`src/rtl/instruction_fetch_stage.sv`:
```
// Fetch stage: owns the PC, drives instruction-memory address and fills the IF/ID register.
// Handles redirects, stalls and halt-word detection via an IDLE/RUN/HALT FSM.
module instruction_fetch_stage #(
    parameter int                 PC_WIDTH    = 32,
    parameter int                 INSTR_WIDTH = 32,
    parameter logic [PC_WIDTH-1:0]    RESET_PC  = 32'h0000_0000,
    parameter logic [INSTR_WIDTH-1:0] HALT_WORD = 32'hFFFF_FFFF,
    parameter int                 COUNT_WIDTH = 16
) (
    input  logic                   Clk,
    input  logic                   Reset,
    output logic [PC_WIDTH-1:0]    Imem_Addr,
    input  logic [INSTR_WIDTH-1:0] Imem_Data,
    input  logic                   Stall,
    input  logic                   Redirect,
    input  logic [PC_WIDTH-1:0]    Redirect_Target,
    output logic [INSTR_WIDTH-1:0] IF_ID_Instr,
    output logic [PC_WIDTH-1:0]    IF_ID_PC4,
    output logic                   IF_ID_Valid,
    output logic                   Halted,
    output logic [COUNT_WIDTH-1:0] Fetch_Count
);

    typedef enum logic [1:0] {
        ST_IDLE = 2'd0,
        ST_RUN  = 2'd1,
        ST_HALT = 2'd2
    } state_t;

    state_t                 state_q, state_d;
    logic [PC_WIDTH-1:0]    pc_q, pc_d;
    logic [INSTR_WIDTH-1:0] instr_q, instr_d;
    logic [PC_WIDTH-1:0]    pc4_q, pc4_d;
    logic                   valid_q, valid_d;
    logic                   halted_q, halted_d;
    logic [COUNT_WIDTH-1:0] count_q, count_d;
    logic [PC_WIDTH-1:0]    pc_plus4_s;

    assign pc_plus4_s = pc_q + PC_WIDTH'(4);

    // Next-state and IF/ID update; in RUN the priority is redirect, stall, halt, fetch.
    always_comb begin
        state_d  = state_q;
        pc_d     = pc_q;
        instr_d  = instr_q;
        pc4_d    = pc4_q;
        valid_d  = valid_q;
        halted_d = halted_q;
        count_d  = count_q;
        case (state_q)
            ST_IDLE: begin
                state_d = ST_RUN;
            end
            ST_RUN: begin
                if (Redirect) begin
                    pc_d    = {Redirect_Target[PC_WIDTH-1:2], 2'b00};
                    instr_d = '0;
                    pc4_d   = '0;
                    valid_d = 1'b0;
                end else if (Stall) begin
                    pc_d = pc_q;
                end else if (Imem_Data == HALT_WORD) begin
                    // The halt word itself is never delivered or counted.
                    state_d  = ST_HALT;
                    halted_d = 1'b1;
                    valid_d  = 1'b0;
                end else begin
                    pc_d    = pc_plus4_s;
                    instr_d = Imem_Data;
                    pc4_d   = pc_plus4_s;
                    valid_d = 1'b1;
                    if (count_q != {COUNT_WIDTH{1'b1}}) begin
                        count_d = count_q + COUNT_WIDTH'(1);
                    end else begin
                        count_d = count_q;
                    end
                end
            end
            ST_HALT: begin
                valid_d  = 1'b0;
                halted_d = 1'b1;
            end
            default: begin
                state_d = ST_IDLE;
            end
        endcase
    end

    // State, PC and IF/ID registers.
    always_ff @(posedge Clk or negedge Reset) begin
        if (!Reset) begin
            state_q  <= ST_IDLE;
            pc_q     <= RESET_PC;
            instr_q  <= '0;
            pc4_q    <= '0;
            valid_q  <= 1'b0;
            halted_q <= 1'b0;
            count_q  <= '0;
        end else begin
            state_q  <= state_d;
            pc_q     <= pc_d;
            instr_q  <= instr_d;
            pc4_q    <= pc4_d;
            valid_q  <= valid_d;
            halted_q <= halted_d;
            count_q  <= count_d;
        end
    end

    assign Imem_Addr   = pc_q;
    assign IF_ID_Instr = instr_q;
    assign IF_ID_PC4   = pc4_q;
    assign IF_ID_Valid = valid_q;
    assign Halted      = halted_q;
    assign Fetch_Count = count_q;

endmodule

```
`config.mk`:
```
export PLATFORM = sky130hd
export DESIGN_NAME = instruction_fetch_stage
export DESIGN_NICKNAME = d
export VERILOG_FILES = /design/src/rtl/instruction_fetch_stage.sv
export SDC_FILE = /design/constraint.sdc
export NUM_CORES = 1
export LEC_CHECK = 0
export CAP_MARGIN = 25
export CORE_ASPECT_RATIO = 1.25
export CORE_MARGIN = 2
export CORE_UTILIZATION = 35
export DETAILED_ROUTE_END_ITERATION = 7
export DONT_BUFFER_PORTS = 1
export GPL_TIMING_DRIVEN = 1
export HOLD_SLACK_MARGIN = 0.02
export PLACE_DENSITY = 0.58
export SYNTH_ARGS = -nofsm -noshare
export SYNTH_HDL_FRONTEND = slang
export SYNTH_SLANG_ARGS = --single-unit
```
`constraint.sdc`:
```
create_clock -name Clk -period 3.7 [get_ports Clk]
set_input_delay 0.74 -clock Clk [delete_from_list [all_inputs] [get_ports Clk]]
set_output_delay 0.74 -clock Clk [all_outputs]
set_load 0.02 [all_outputs]
```
==> results by group <==
STA
  • Final setup fails: 0
  • Setup Skew: 9.61 ps
  • Fmax: 353 MHz
  • Final Max Slew Viols: 0
  • Slew HR: 33.9%
  • Setup TNS: 0 ps
  • Tcrit/Tclk final: 76.5%
  • RSZ-0062 raised after global routing: no
  • Worst Max-Slew Pin Slew: 991 ps
  • Final hold violations: 0
  • Fin crit period: 2830 ps

Floorplan
  • I/O pins: 182
  • Die width: 118 um
  • Core area: 15,700 um^2
  • Die H: 146 um
  • Die area: 17,100 um^2
  • FP Rows: 51
  • Starting Density: 35.9%

Synth
  • Syn Std Cell Area: 5640 um^2
  • Post-synthesis sequential area ratio: 50.1%
  • Most common cell in the netlist: dfrtp_1
  • Async S/R FF share, synth: 100%
  • Syn avg cell area: 11.0 um^2
  • Post-Syn Instances: 514
  • Cell taking the most area after synthesis: dfrtp_1
  • Yosys Warn Count: 0
  • Top cells by count, synth: dfrtp_1 (113), a22o_1 (58), nand2_1 (31)
  • Synth unique cells: 63
  • Post-synth EDFFs: 0
  • Post-synthesis register bit count: 113
  • Main synth FF type: dfrtp_1
  • Area share of the largest cell type after synthesis: 50.1%
  • Top cells by area, synth: dfrtp_1 (50%), a22o_1 (9.0%), xnor2_1 (3.1%), xor2_1 (3.1%), nand4_1 (2.2%)

Place
  • Placed cells: 696
  • IO Port Bufs: 0
  • Dpl hpwl: 11,000 um
  • GPL Wtd Cong: 0.781

Cells and area
  • Fin cells: 730
  • Nets@finish: 574
  • Layout cells sized above 1: 14.1%
  • Area grow syn2layout: 14.8%

CTS
  • Max H-tree Level: 4
  • CTS tree: built
  • Cts bufs inserted: 17
  • Clock Sinks: 113
  • Reg clk slew, reported paths: 60 ps
  • CTS root buf: clkbuf_16
  • Clk Latency, worst-skew pair: 410 ps
  • CTS resizes: 0
  • Clk buf depth: 2

Routing
  • Routed length per instance: 22.1 um
  • Detailed router's first-iteration violation count: 208
  • Vias per cell: 5.86
  • Routed Antenna Nets: 0
  • Routed wire length: 16,200 um
  • Vias: 4,277
  • Number of remaining DRC errors: 0
  • DR pass1 iterations: 5

Power and ir drop
  • Power Density: 578 nW/um^2
  • Power Total: 3.75 mW
  • Leak: 2.79 nW
  • Worst VDD drop: 0.324 mV

Global routing
  • Vias in the first global route: 4,471
  • Initial antenna violation count: 1
  • First-pass GRT wire length: 26,000 um
  • Total track usage: 19.1%
  • GRT overflow: 0
  • Pin count of the biggest net entering global routing: 114

Hold path
  • Hold WC Path Type: in2async

Setup path
  • WS Path Type: reg2reg
  • CP Launch Type: register
  • Data required, critical path: 4000 ps
  • Arr. time, crit path: 3130 ps
  • Setup crit end kind: register
  • Critical-path maximum fanout: 12

Job
  • Max Cap Violations: 0

Status
  • Outcome: completed
==> worst paths after layout <==
path | slack (ps) | from | to | depth (start not counted)
max reg2reg | 870 | Imem_Addr[2]$_DFFE_PN0P_ | Imem_Addr[24]$_DFFE_PN0P_ | 6
min in group Clk | 420 | Redirect | IF_ID_PC4[26]$_DFFE_PN0P_ | 1
min | 260 | Reset | IF_ID_Instr[0]$_DFFE_PN0P_ | 1
max | 870 | Imem_Addr[2]$_DFFE_PN0P_ | Imem_Addr[24]$_DFFE_PN0P_ | 6
max in group asynchronous | 2940 | Reset | IF_ID_PC4[14]$_DFFE_PN0P_ | 1
min reg2reg | 500 | state_q[1]$_DFFE_PN0P_ | state_q[0]$_DFFE_PN0P_ | 1
==> per-stage QoR <==
stage	hold slack, ps	worst slack, ps	utilization (%)	instance area (um^2)
3_3_place_gp	447	923	37.0	5810
3_5_place_dp	447	861	37.0	5810
2_1_floorplan	436	1290	-	5640
6_report	263	868	41.2	6470
4_1_cts	305	848	41.2	6470
5_1_grt	302	723	41.2	6470
==> state kept, by name, summed over array words and instances, names as in the netlist <==
register     count
Halted           1
Fetch_Count     16
IF_ID_Instr     32
Imem_Addr       30
state_q          2
IF_ID_PC4       31
IF_ID_Valid      1
==> placed cells by master, fill, tap and decap left out, types with 6 or more instances in the layout <==
cell,Yosys,layout
a21o_1,6,6
a21oi_1,10,9
a221o_1,8,8
a22o_1,58,58
and3_1,8,8
buf_4,6,10
clkbuf_16,0,17
dfrtp_1,113,113
inv_1,15,15
nand2_1,31,31
nand3_1,15,15
nand4_1,20,20
nor2_1,16,15
nor3_1,11,11
nor4_1,8,8
o211ai_1,7,7
o22ai_1,12,12
o311ai_0,6,6
xnor2_1,20,20
xor2_1,20,20
==> kinds of logic after synthesis <==
group	Yosys count	share of synthesized area (%)
fa+ha+maj	2	0.444
other cells	1	0.0665
compound gates	145	20.8
simple gates	151	16.6
mux	4	0.777
xor+xnor	40	6.21
buf+inv	58	4.90
flops	113	50.1
==> where the power goes <==
group	internal (mW)	switching, mW	total, mW
Combinational	0.146	0.202	0.348
Clock	1.14	0.624	1.76
Sequential	1.34	0.292	1.64
Total	2.63	1.12	3.75
==> layer usage <==
layer  global-route usage (%)  wire length [um]  vias to the layer above
li1                         -                 -                     1932
met1                     22.4              6360                     2139
met2                     31.2              7840                      195
met3                     9.33              1830                       11
met4                     5.48               133                        0
met5                        0                 0                        -
==> cell type report <==
| class | count | area, um^2 |
|---|---|---|
| Antenna cell | 1 | 2.50 |
| Clock buffer | 18 | 429 |
| Clock inverter | 14 | 205 |
| Fill cell | 1529 | 9220 |
| Inverter | 16 | 60.1 |
| Multi-Input combinational cell | 344 | 2560 |
| Sequential cell | 113 | 2830 |
| Tap cell | 212 | 265 |
| Timing Repair Buffer | 12 | 123 |
==> worst max-delay path: stages, from the launching register on <==
cell     delay, ps
dfrtp_1        570
ha_1           340
nand4_1        190
or4_4          690
nor4_1         480
o22ai_1        130
a221o_1        310
==> repair_timing <==
item | CTS | global route
hold endpoints to repair | 113 | 0
hold buffers | 1 | 0
buffers inserted | 0 | 0
No activity file was read; power rests on OpenSTA's default activity.
